===== config.mk =====
export PLATFORM = sky130hd
export DESIGN_NAME = emu_video_timing_gen
export DESIGN_NICKNAME = d
export VERILOG_FILES = /design/src/rtl/emu_video_timing_gen.sv
export SDC_FILE = /design/constraint.sdc
export NUM_CORES = 1
export LEC_CHECK = 0
export CAP_MARGIN = 20
export CORE_AREA = 2 2 79 81
export DETAILED_ROUTE_END_ITERATION = 10
export DIE_AREA = 0 0 81 83
export PLACE_DENSITY = 0.94
export SYNTH_ARGS = -nofsm -noshare
export SYNTH_HDL_FRONTEND = slang
export SYNTH_SLANG_ARGS = --single-unit

===== constraint.sdc =====
create_clock -name i_EMU_MCLK -period 11.1 [get_ports i_EMU_MCLK]
set_clock_uncertainty 0.2 [all_clocks]
set_input_delay 1.665 -clock i_EMU_MCLK [delete_from_list [all_inputs] [get_ports i_EMU_MCLK]]
set_output_delay 1.665 -clock i_EMU_MCLK [all_outputs]
set_load 0.05 [all_outputs]

===== src/rtl/emu_video_timing_gen.sv =====
// Raster timing generator for arcade emulation cores.
// Derives the pixel enable from the master clock and produces counters, blanking and sync.
// Refresh mode and trims are shadowed at the frame boundary.
module emu_video_timing_gen #(
    parameter int unsigned MCLK_DIV     = 10,
    parameter int unsigned H_ACTIVE     = 256,
    parameter int unsigned H_TOTAL      = 384,
    parameter int unsigned HS_START     = 296,
    parameter int unsigned HS_LEN       = 32,
    parameter int unsigned V_ACTIVE     = 224,
    parameter int unsigned V_TOTAL      = 264,
    parameter int unsigned V_TOTAL_NTSC = 262,
    parameter int unsigned VS_START     = 240,
    parameter int unsigned VS_LEN       = 3,
    parameter int unsigned H_ADJ_STEP   = 2,
    parameter int unsigned V_ADJ_STEP   = 1
) (
    input  logic       i_EMU_MCLK,
    input  logic       i_EMU_INITRST,
    input  logic [1:0] i_PXCNTR_ADJ_MODE,
    input  logic [1:0] i_PXCNTR_ADJ_H,
    input  logic [2:0] i_PXCNTR_ADJ_V,
    input  logic [3:0] i_VPOS_ADJ,
    output logic       o_PXCEN,
    output logic [8:0] o_HCNT,
    output logic [8:0] o_VCNT,
    output logic       o_HBLANK_n,
    output logic       o_VBLANK_n,
    output logic       o_HSYNC_n,
    output logic       o_VSYNC_n,
    output logic       o_FRAME_START,
    output logic       o_VMODE_TOGGLE
);

    localparam int unsigned PW     = $clog2(MCLK_DIV);
    localparam int unsigned CW     = 10;
    localparam int unsigned H_MAX  = H_TOTAL + 3 * H_ADJ_STEP;
    localparam int unsigned V_MAXC = V_TOTAL + 7 * V_ADJ_STEP;

    localparam logic [1:0] MODE_ORIG   = 2'd0;
    localparam logic [1:0] MODE_NTSC   = 2'd1;
    localparam logic [1:0] MODE_CUSTOM = 2'd2;

    // Reject configurations that cannot be represented in the 9-bit counters
    if (MCLK_DIV < 2) begin : g_div_err
        $error("MCLK_DIV must be at least 2");
    end
    if (H_MAX > 511 || V_MAXC > 511 || V_TOTAL_NTSC > 511 || V_TOTAL > 511) begin : g_tot_err
        $error("line or frame total exceeds 511");
    end

    // Line length for a given shadow mode
    function automatic logic [CW-1:0] calc_htot(input logic [1:0] mode, input logic [1:0] adj_h);
        calc_htot = CW'(H_TOTAL);
        if (mode == MODE_CUSTOM) calc_htot = CW'(H_TOTAL) + CW'(H_ADJ_STEP) * CW'(adj_h);
    endfunction

    // Frame length for a given shadow mode
    function automatic logic [CW-1:0] calc_vtot(input logic [1:0] mode, input logic [2:0] adj_v);
        calc_vtot = CW'(V_TOTAL);
        if (mode == MODE_NTSC)   calc_vtot = CW'(V_TOTAL_NTSC);
        if (mode == MODE_CUSTOM) calc_vtot = CW'(V_TOTAL) + CW'(V_ADJ_STEP) * CW'(adj_v);
    endfunction

    // First VSYNC line: VS_START plus signed offset (vpos-8), folded into 0..vtot-1
    function automatic logic [CW-1:0] calc_vs0(input logic [CW-1:0] vtot, input logic [3:0] vpos);
        logic [CW-1:0] a;
        logic [CW-1:0] s;
        a = (vpos == 4'd0) ? CW'(8) : CW'(vpos);
        s = CW'(VS_START) + a;
        if (s < CW'(8))                calc_vs0 = s + vtot - CW'(8);
        else if (s - CW'(8) >= vtot)   calc_vs0 = s - CW'(8) - vtot;
        else                           calc_vs0 = s - CW'(8);
    endfunction

    // VSYNC window test with wrap modulo vtot
    function automatic logic vs_low(input logic [CW-1:0] v, input logic [CW-1:0] vtot,
                                    input logic [CW-1:0] vs0);
        logic [CW-1:0] d;
        d = (v >= vs0) ? (v - vs0) : (v + vtot - vs0);
        vs_low = (d < CW'(VS_LEN));
    endfunction

    logic [PW-1:0] presc, presc_nx;
    logic          pxcen_q, pxcen_nx;
    logic [8:0]    hcnt, hcnt_nx, vcnt, vcnt_nx;
    logic          hblank_n_q, hblank_n_nx, vblank_n_q, vblank_n_nx;
    logic          hsync_n_q, hsync_n_nx, vsync_n_q, vsync_n_nx;
    logic          fstart_q, fstart_nx, toggle_q, toggle_nx;
    logic          cfg_valid;
    logic [1:0]    sh_mode, sh_mode_nx, sh_adj_h, sh_adj_h_nx;
    logic [2:0]    sh_adj_v, sh_adj_v_nx;
    logic [3:0]    sh_vpos, sh_vpos_nx;
    logic [1:0]    in_mode;
    logic [CW-1:0] htot, vtot, vtot_nx, h_ext, v_ext;
    logic          h_end, v_end, frame_wrap, cfg_chg;

    // Next-state logic: prescaler, counters, shadow config and registered video outputs
    always_comb begin
        presc_nx    = pxcen_q ? '0 : presc + PW'(1);
        pxcen_nx    = (presc == PW'(MCLK_DIV - 2));
        fstart_nx   = pxcen_nx && (hcnt == 9'd0) && (vcnt == 9'd0);
        hcnt_nx     = hcnt;
        vcnt_nx     = vcnt;
        hblank_n_nx = hblank_n_q;
        vblank_n_nx = vblank_n_q;
        hsync_n_nx  = hsync_n_q;
        vsync_n_nx  = vsync_n_q;
        toggle_nx   = toggle_q;
        sh_mode_nx  = sh_mode;
        sh_adj_h_nx = sh_adj_h;
        sh_adj_v_nx = sh_adj_v;
        sh_vpos_nx  = sh_vpos;

        in_mode    = (i_PXCNTR_ADJ_MODE == 2'd3) ? MODE_ORIG : i_PXCNTR_ADJ_MODE;
        htot       = calc_htot(sh_mode, sh_adj_h);
        vtot       = calc_vtot(sh_mode, sh_adj_v);
        h_end      = ({1'b0, hcnt} >= htot - CW'(1));
        v_end      = ({1'b0, vcnt} >= vtot - CW'(1));
        frame_wrap = pxcen_q && h_end && v_end;
        cfg_chg    = {in_mode, i_PXCNTR_ADJ_H, i_PXCNTR_ADJ_V} != {sh_mode, sh_adj_h, sh_adj_v};

        if (!cfg_valid || frame_wrap) begin
            sh_mode_nx  = in_mode;
            sh_adj_h_nx = i_PXCNTR_ADJ_H;
            sh_adj_v_nx = i_PXCNTR_ADJ_V;
            sh_vpos_nx  = i_VPOS_ADJ;
        end
        if (frame_wrap && cfg_chg) toggle_nx = ~toggle_q;

        if (pxcen_q) begin
            if (h_end) begin
                hcnt_nx = 9'd0;
                vcnt_nx = v_end ? 9'd0 : vcnt + 9'd1;
            end else begin
                hcnt_nx = hcnt + 9'd1;
            end
        end

        h_ext   = {1'b0, hcnt_nx};
        v_ext   = {1'b0, vcnt_nx};
        vtot_nx = calc_vtot(sh_mode_nx, sh_adj_v_nx);
        if (pxcen_q) begin
            hblank_n_nx = (h_ext < CW'(H_ACTIVE));
            vblank_n_nx = (v_ext < CW'(V_ACTIVE));
            hsync_n_nx  = !((h_ext >= CW'(HS_START)) && (h_ext < CW'(HS_START + HS_LEN)));
            vsync_n_nx  = !vs_low(v_ext, vtot_nx, calc_vs0(vtot_nx, sh_vpos_nx));
        end
    end

    // State registers
    always_ff @(posedge i_EMU_MCLK or posedge i_EMU_INITRST) begin
        if (i_EMU_INITRST) begin
            presc      <= '0;
            pxcen_q    <= 1'b0;
            hcnt       <= 9'd0;
            vcnt       <= 9'd0;
            hblank_n_q <= 1'b0;
            vblank_n_q <= 1'b0;
            hsync_n_q  <= 1'b1;
            vsync_n_q  <= 1'b1;
            fstart_q   <= 1'b0;
            toggle_q   <= 1'b0;
            cfg_valid  <= 1'b0;
            sh_mode    <= 2'd0;
            sh_adj_h   <= 2'd0;
            sh_adj_v   <= 3'd0;
            sh_vpos    <= 4'd0;
        end else begin
            presc      <= presc_nx;
            pxcen_q    <= pxcen_nx;
            hcnt       <= hcnt_nx;
            vcnt       <= vcnt_nx;
            hblank_n_q <= hblank_n_nx;
            vblank_n_q <= vblank_n_nx;
            hsync_n_q  <= hsync_n_nx;
            vsync_n_q  <= vsync_n_nx;
            fstart_q   <= fstart_nx;
            toggle_q   <= toggle_nx;
            cfg_valid  <= 1'b1;
            sh_mode    <= sh_mode_nx;
            sh_adj_h   <= sh_adj_h_nx;
            sh_adj_v   <= sh_adj_v_nx;
            sh_vpos    <= sh_vpos_nx;
        end
    end

    // Counters never sit beyond the active totals
    a_cnt_in_range: assert property (@(posedge i_EMU_MCLK) disable iff (i_EMU_INITRST)
        (({1'b0, hcnt} < htot) && ({1'b0, vcnt} < vtot)));

    assign o_PXCEN        = pxcen_q;
    assign o_HCNT         = hcnt;
    assign o_VCNT         = vcnt;
    assign o_HBLANK_n     = hblank_n_q;
    assign o_VBLANK_n     = vblank_n_q;
    assign o_HSYNC_n      = hsync_n_q;
    assign o_VSYNC_n      = vsync_n_q;
    assign o_FRAME_START  = fstart_q;
    assign o_VMODE_TOGGLE = toggle_q;

endmodule


==> results.ini, run 1 <==
[run_status]
status=finished clean

[floorplanning]
die_boundary_width_um=81
initial_core_util_pct=58.6
row_count=28
design.die.area_um2=6720
fp.dieH_um=83
coreArea_um2=5820
pin_count=38

[yosys]
post_synth_edffs=0
synth_compound_gate_area_share_pct=19.7
synth.most_common_cell=inv_1
synth_commonest_cells=inv_1, dfrtp_1, ha_1
yosysWarningCount=0
muxShareOfSynthArea_pct=3.48
synth-simple-area-share_pct=18.2
netlist-cell-type-count=67
synth_sequential_area_ratio_pct=30.2
postSynthRegisterBits=41
synth_area_per_cell_um2=8.93
synth_top_family_by_area=compound AO/OA/AOI/OAI gates
mappedNetlistArea_um2=3410
ys.flop_type=dfrtp_1
synth_cells=382
leading_post_synthesis_cells_by_cell_area=dfrtp_1, ha_1, inv_1
synth_fa_ha_area_share_pct=16.8
synth_top_cell_by_area=dfrtp_1
synthDominantCellAreaShare_pct=28.6
synth-xor-area-share_pct=5.39
synth_async_sr_flop_share_pct=100

[power_and_ir_drop]
netSwitchingPower_uw=108
max-vdd-ir-drop_uv=55.6
power_density_nw_per_um2=90.3
seq_power_share_pct=43.9
pwr-share-comb_pct=25.7
share_clk_of_total_power_pct=30.5
power.internal_uw=250
total_leakage_power_uw=0.00188
power.share.switching_pct=30.2

[worst_setup_path]
crit_fanout=11
timing.reg2reg.setup_slack_ps=4510
worst-endpoint-required_ps=11120
rr_startpoint=sh_mode[0]
worst_r2r_endpoint=o_VSYNC_n
crit_path_start_kind=flop
criticalPathCategory=reg2reg
timing.reg2reg.worst_path_depth=25
timing.critical_path.arrival_ps=6610
critical_path.endpoint_type=flop

[hold_path]
hold_start=o_VMODE_TOGGLE
worstHoldPathCells=1
hp-class=reg2reg
timing.hold.worst_endpoint=o_VMODE_TOGGLE

[timing]
finalHoldViolations=0
fin_tns_setup_ps=0
worst_slew_pin_slew_ps=673
setup_repair_after_global_routing_missed_its_margin=false
final-setup-viol-count=0
fmax_mhz=152
final-max-slew-violation-count=0
min_period_over_period_pct=59.3
timing.max_slew.rel_slack_pct=54.8
final.hold.worst_slack_ps=277
fin_crit_ps=6590

[route]
routed_wire_length_per_instance_um=16.1
route.final.wire_length_um=8070
drc=0
initialDrtViolationCount=207
final_antenna_net_count=0
detailroute.via_count=3002
first_pass_iters=5
avgViaCountPerCell=6.00

[place]
place_hpwl_um=6170
gp_congestion=0.942
place.port_buffers=37

[clock_tree]
clk_pin_slew_ps=80
cts_post_setup_buffers_inserted=0
cts_tree=built
clk_buf_depth=2
tritoncts_num_sinks=41
cts.repair.resized=0
worstSkewPairLatency_ps=300
cts_hold_repair.buffers=0
cts_made_buffers=5
clk_root_buffer_cell=clkbuf_8
htree_num_levels=2

[grt]
global_route_wire_length_before_repair_um=13800
grt.overflow.total=0
largest_net_degree_at_the_start_of_global_routing=42
track_usage_pct=25.6
initial_antenna_violation_count=0
number_of_global_route_vias_before_repair=3055

[flow_run]
drv_cap=0

[finish]
areaGrowthSynthToFinish_pct=16.1
drive_above_1_share_pct=8.24
layout_utilization_pct=68.1
insertedDiodeCount=0
finalNetCount=479

==> power by group through the flow <==
stage	registers (µW)	logic (µW)	clock network, µW
2_1_floorplan	159	67.5	0
3_3_place_gp	159	84.3	0
3_5_place_dp	160	89.9	0
4_1_cts	157	91.2	110
5_1_grt	157	103	117
6_report	157	91.8	109
==> cells in the final DEF (no fill, tap or decap), types with 5 or more instances in the layout <==
| cell type | instances |
|---|---|
| a21o_1 | 6 |
| a21oi_1 | 18 |
| a22oi_1 | 5 |
| and3_1 | 7 |
| clkbuf_8 | 7 |
| clkdlybuf4s50_1 | 37 |
| conb_1 | 5 |
| dfrtp_1 | 39 |
| fa_1 | 5 |
| ha_1 | 37 |
| inv_1 | 45 |
| mux2_2 | 7 |
| nand2_1 | 33 |
| nand3_1 | 9 |
| nand4_1 | 5 |
| nor2_1 | 27 |
| nor2b_1 | 11 |
| nor3_1 | 7 |
| o21a_1 | 5 |
| o21ai_0 | 22 |
| xnor2_1 | 9 |
| xor2_1 | 12 |
==> flip-flops by register name, summed over array words and instances (netlist names), 2 cells and up <==
signal and flops:
o_HCNT 9, sh_adj_v 3, presc 4, o_VCNT 9, sh_vpos 4, sh_mode 2
sh_adj_h 2
==> critical path, stage by stage, from the launching register on <==
cell      delay (ps)
dfrtp_1          440
nor2b_1          360
nand2_1          140
ha_1             220
inv_1            130
ha_1             220
o21ai_0          180
a21oi_2          330
o21a_1           430
nand2_1          160
nand2_1          420
mux2_2           420
nor2_1           170
a21oi_1          110
fa_1             500
inv_1             80
fa_1             460
a21o_1           190
a21oi_1          180
nand2b_1          90
nand2b_1          80
a22o_1           130
a22oi_1           80
or4_4            420
a221oi_2         260
a31oi_1          110
==> how the worst max path moves through the flow <==
stage                     end  startpoint  depth (start not counted)
finish              o_VSYNC_n  sh_mode[0]                         25
global route        o_VSYNC_n  sh_mode[0]                         25
CTS                 o_VSYNC_n  sh_mode[0]                         25
detailed placement  o_VSYNC_n  sh_mode[0]                         25
global placement    o_VSYNC_n  sh_mode[0]                         24
floorplan           o_VSYNC_n  sh_mode[0]                         25
==> metrics by stage <==
| stage | area [µm²] | worst slack (ps) | total power, µW | std cells |
|---|---|---|---|---|
| after floorplan | 3420 | 5570 | 226 | 385 |
| after global placement | 3860 | 5030 | 244 | 492 |
| after detailed placement | 3860 | 4720 | 250 | 492 |
| after CTS | 3960 | 4560 | 358 | 500 |
| after global routing | 3960 | 4050 | 377 | 500 |
| final | 3960 | 4510 | 358 | 500 |
==> logic make-up (layout without fill, tap and decap cells) <==
| kind of cell | count (synthesis) | count (layout) |
|---|---|---|
| AO/OA/AOI/OAI | 91 | 91 |
| XOR/XNOR | 21 | 21 |
| adder cells (fa/ha/maj) | 43 | 43 |
| buffers and inverters | 52 | 92 |
| flip-flops | 41 | 41 |
| multiplexers | 11 | 11 |
| other | 2 | 5 |
| AND/OR/NAND/NOR | 121 | 121 |
==> routing by layer <==
| metal | vias to the layer above | track usage, % | wire, µm | part of all wire [%] |
|---|---|---|---|---|
| li1 | 1421 | - | - | - |
| met1 | 1427 | 30.7 | 3130 | 39 |
| met2 | 121 | 43.2 | 4210 | 52 |
| met3 | 33 | 4.57 | 418 | 5.2 |
| met4 | 0 | 12.5 | 312 | 3.9 |
| met5 | - | 0 | 0 | 0 |
==> area by class of cell <==
| type | instances | area [µm²] |
|---|---|---|
| Clock buffer | 7 | 96.3 |
| Sequential cell | 41 | 1030 |
| Clock inverter | 1 | 5.00 |
| Inverter | 46 | 173 |
| Timing Repair Buffer | 38 | 378 |
| Tap cell | 75 | 93.8 |
| Fill cell | 418 | 1850 |
| Multi-Input combinational cell | 292 | 2190 |
(Power assumes the default switching activity.)
==> inputs of run 2 (changes only) <==
--- a/config.mk
+++ b/config.mk
@@ -6,10 +6,10 @@
 export NUM_CORES = 1
 export LEC_CHECK = 0
 export CAP_MARGIN = 20
-export CORE_AREA = 2 2 79 81
+export CORE_AREA = 2 2 84 86
 export DETAILED_ROUTE_END_ITERATION = 10
-export DIE_AREA = 0 0 81 83
-export PLACE_DENSITY = 0.94
+export DIE_AREA = 0 0 86 88
+export PLACE_DENSITY = 0.89
 export SYNTH_ARGS = -nofsm -noshare
 export SYNTH_HDL_FRONTEND = slang
 export SYNTH_SLANG_ARGS = --single-unit
==> constraint.sdc (replaced) <==
create_clock -name i_EMU_MCLK -period 5.9 [get_ports i_EMU_MCLK]
set_clock_uncertainty 0.2 [all_clocks]
set_input_delay 0.885 -clock i_EMU_MCLK [delete_from_list [all_inputs] [get_ports i_EMU_MCLK]]
set_output_delay 0.885 -clock i_EMU_MCLK [all_outputs]
set_load 0.05 [all_outputs]
==> run 2 against run 1 <==
  * The flow now finishes with violations (design-rule violations)
  * Die area up 13%
  * Sequential share of layout area down 0.88 points
  * Non-clock buffer count up 7
  * Routed wire length up 8.1%
  * Critical path type unchanged
==> results.ini, run 2 (same netlist as run 1, synthesis figures left out) <==
[hold_path]
hp-class=reg2reg  ; unchanged
worstHoldPathCells=1  ; unchanged
hold_start=o_VBLANK_n  ; was o_VMODE_TOGGLE
timing.hold.worst_endpoint=o_VBLANK_n  ; was o_VMODE_TOGGLE

[worst_setup_path]
crit_fanout=4  ; was 11
cpLargestDelayFamily=simple AND/OR/NAND/NOR gates  ; was compound AO/OA/AOI/OAI gates
worst_r2r_endpoint=o_VSYNC_n  ; unchanged
timing.reg2reg.setup_slack_ps=60  ; was 4510 ps
crit_path_top_delay_cell=fa_1  ; unchanged
crit_path_start_kind=flop  ; unchanged
rr_startpoint=sh_adj_v[2]  ; was sh_mode[0]
timing.critical_path.arrival_ps=5860  ; was 6610 ps
slowest_delay_ps=500  ; about the same
timing.reg2reg.worst_path_depth=25  ; unchanged
critical_path.endpoint_type=flop  ; unchanged
worst-path-buf-inv=2  ; unchanged
worst-endpoint-required_ps=5920  ; was 11120 ps
criticalPathCategory=reg2reg  ; unchanged

[floorplanning]
row_count=30  ; was 28
coreArea_um2=6640  ; was 5820 µm²
die_boundary_width_um=86  ; was 81 µm
fp.dieH_um=88  ; was 83 µm
initial_core_util_pct=51.3  ; was 58.6%
design.die.area_um2=7570  ; was 6720 µm²
pin_count=38  ; unchanged

[flow_run]
drv_cap=0  ; unchanged

[power_and_ir_drop]
share_clk_of_total_power_pct=31.9  ; was 30.5%
finalPower_uw=712  ; was 358 µW
power.internal_uw=499  ; was 250 µW
pwr-share-comb_pct=26.4  ; was 25.7%
total_leakage_power_uw=0.00192  ; was 0.00188 µW
seq_power_share_pct=41.7  ; was 43.9%
power.share.switching_pct=30.0  ; was 30.2%
netSwitchingPower_uw=214  ; was 108 µW
max-vdd-ir-drop_uv=82.7  ; was 55.6 µV
power_density_nw_per_um2=174  ; was 90.3 nW/µm²

[timing]
worst_slew_pin_slew_ps=704  ; was 673 ps
final-setup-viol-count=0  ; unchanged
finalHoldViolations=0  ; unchanged
timing.max_slew.rel_slack_pct=52.7  ; was 54.8%
final-max-slew-violation-count=0  ; unchanged
fin_crit_ps=5840  ; was 6590 ps
fmax_mhz=171  ; was 152 MHz
min_period_over_period_pct=98.9  ; was 59.3%

[finish]
final_cell_mix=inv_1, dfrtp_1, ha_1, clkdlybuf4s50_1, nand2_1  ; unchanged
insertedDiodeCount=0  ; unchanged
areaGrowthSynthToFinish_pct=20.4  ; was 16.1%
finalNetCount=486  ; was 479
layout.cells.most_common=inv_1  ; unchanged
fin_area_um2=4110  ; was 3960 µm²
drive_above_1_share_pct=12.5  ; was 8.24%

[place]
dpl-instance-area_um2=3910  ; was 3860 µm²
gp_congestion=0.864  ; was 0.942
place_hpwl_um=6220  ; was 6170 µm
place.port_buffers=37  ; unchanged

[clock_tree]
cts_hold_repair.buffers=0  ; unchanged
htree_num_levels=2  ; unchanged
worstSkewPairLatency_ps=300  ; about the same
clk_buf_depth=2  ; unchanged
cts_tree=built  ; unchanged
cts_made_buffers=5  ; unchanged
clk_pin_slew_ps=80  ; about the same
tritoncts_num_sinks=41  ; unchanged
clk_root_buffer_cell=clkbuf_8  ; unchanged

[grt]
largest_net_degree_at_the_start_of_global_routing=42  ; unchanged
track_usage_pct=22.1  ; was 25.6%
initial_antenna_violation_count=0  ; unchanged
grt.overflow.total=0  ; unchanged
global_route_wire_length_before_repair_um=13400  ; was 13800 µm
number_of_global_route_vias_before_repair=3003  ; was 3055

[route]
avgViaCountPerCell=6.02  ; was 6.00
routed_wire_length_per_instance_um=17.0  ; was 16.1 µm
drc=1  ; was 0
first_pass_iters=9  ; was 5
route.final.wire_length_um=8720  ; was 8070 µm
final_antenna_net_count=0  ; unchanged
initialDrtViolationCount=312  ; was 207
detailroute.via_count=3083  ; was 3002

[run_status]
status=finished with violations  ; was finished clean
failing_checks=design-rule violations

-- run 2: cell types whose count changed in the layout (fill, tap and decap cells not counted), sizes merged --
cell | before | now
buf | 1 | 8
clkbuf | 7 | 6
bufinv | 0 | 1
-- run 2: layout make-up --
type | instances | area (µm²)
timing repair buffer | 45 | 430
multi-input combinational | 292 | 2260
clock buffer | 6 | 72.6
inverter | 46 | 173
tap | 80 | 100
clock inverter | 2 | 35.0
fill | 530 | 2540
sequential | 41 | 1030
-- run 2: what timing repair did --
action	CTS	global route
setup endpoints to repair	0	1
gates resized for setup	0	19
endpoints found under the hold margin	0	0
setup buffers	0	1
-- run 2: worst reg2reg max path, stage by stage, from the launching register on --
cell and delay [ps]:
dfrtp_1 420, or3_1 370, a21oi_1 150, ha_1 180, inv_1 50, ha_1 280
and3_1 270, nand3_1 200, nand2_2 160, nand2_1 110, nand2_2 170, mux2i_4 330
and2_1 240, a21oi_1 80, fa_1 500, inv_1 80, fa_1 450, a21o_1 210
a21oi_2 170, nand2b_1 90, nand2b_1 80, a22o_1 130, a22oi_1 70, or4_4 420
a221oi_2 260, a31oi_1 110
-- run 2: worst max path at each step --
stage | depth (start not counted) | endpoint | slack [ps] | from
floorplan | 25 | o_VSYNC_n | 370 | sh_mode[0]
global placement | 26 | o_VSYNC_n | 290 | sh_mode[0]
detailed placement | 26 | o_VSYNC_n | 70 | sh_mode[0]
CTS | 25 | o_VSYNC_n | 40 | sh_mode[0]
global route | 25 | o_VSYNC_n | -180 | sh_adj_v[2]
finish | 25 | o_VSYNC_n | 60 | sh_adj_v[2]
-- run 2: through the flow --
stage	setup slack (ps)	hold WS, ps	cells	utilization (%)	TNS (ps)
2_1_floorplan	373	245	385	-	0
3_3_place_gp	291	264	503	58.9	0
3_5_place_dp	74.9	276	503	58.9	0
4_1_cts	44.9	291	511	60.5	0
5_1_grt	-180	311	512	61.8	-180
6_report	62.7	285	512	61.8	0
-- run 2: power by group through the flow --
stage | Sequential (µW) | Combinational (µW) | Clock, µW
floorplan | 299 | 127 | 0
global placement | 299 | 161 | 0
detailed placement | 300 | 171 | 0
CTS | 295 | 173 | 226
global route | 298 | 210 | 237
finish | 297 | 188 | 227
-- run 2: routing by layer --
metal / share of wire (%) / GRT usage (%) / up-vias / wire [µm]
met5: 0 / 0 / - / 0
met2: 52 / 39.1 / 118 / 4550
li1: - / - / 1441 / -
met4: 2.1 / 9.24 / 0 / 187
met3: 5.0 / 3.68 / 23 / 432
met1: 41 / 26.5 / 1501 / 3550
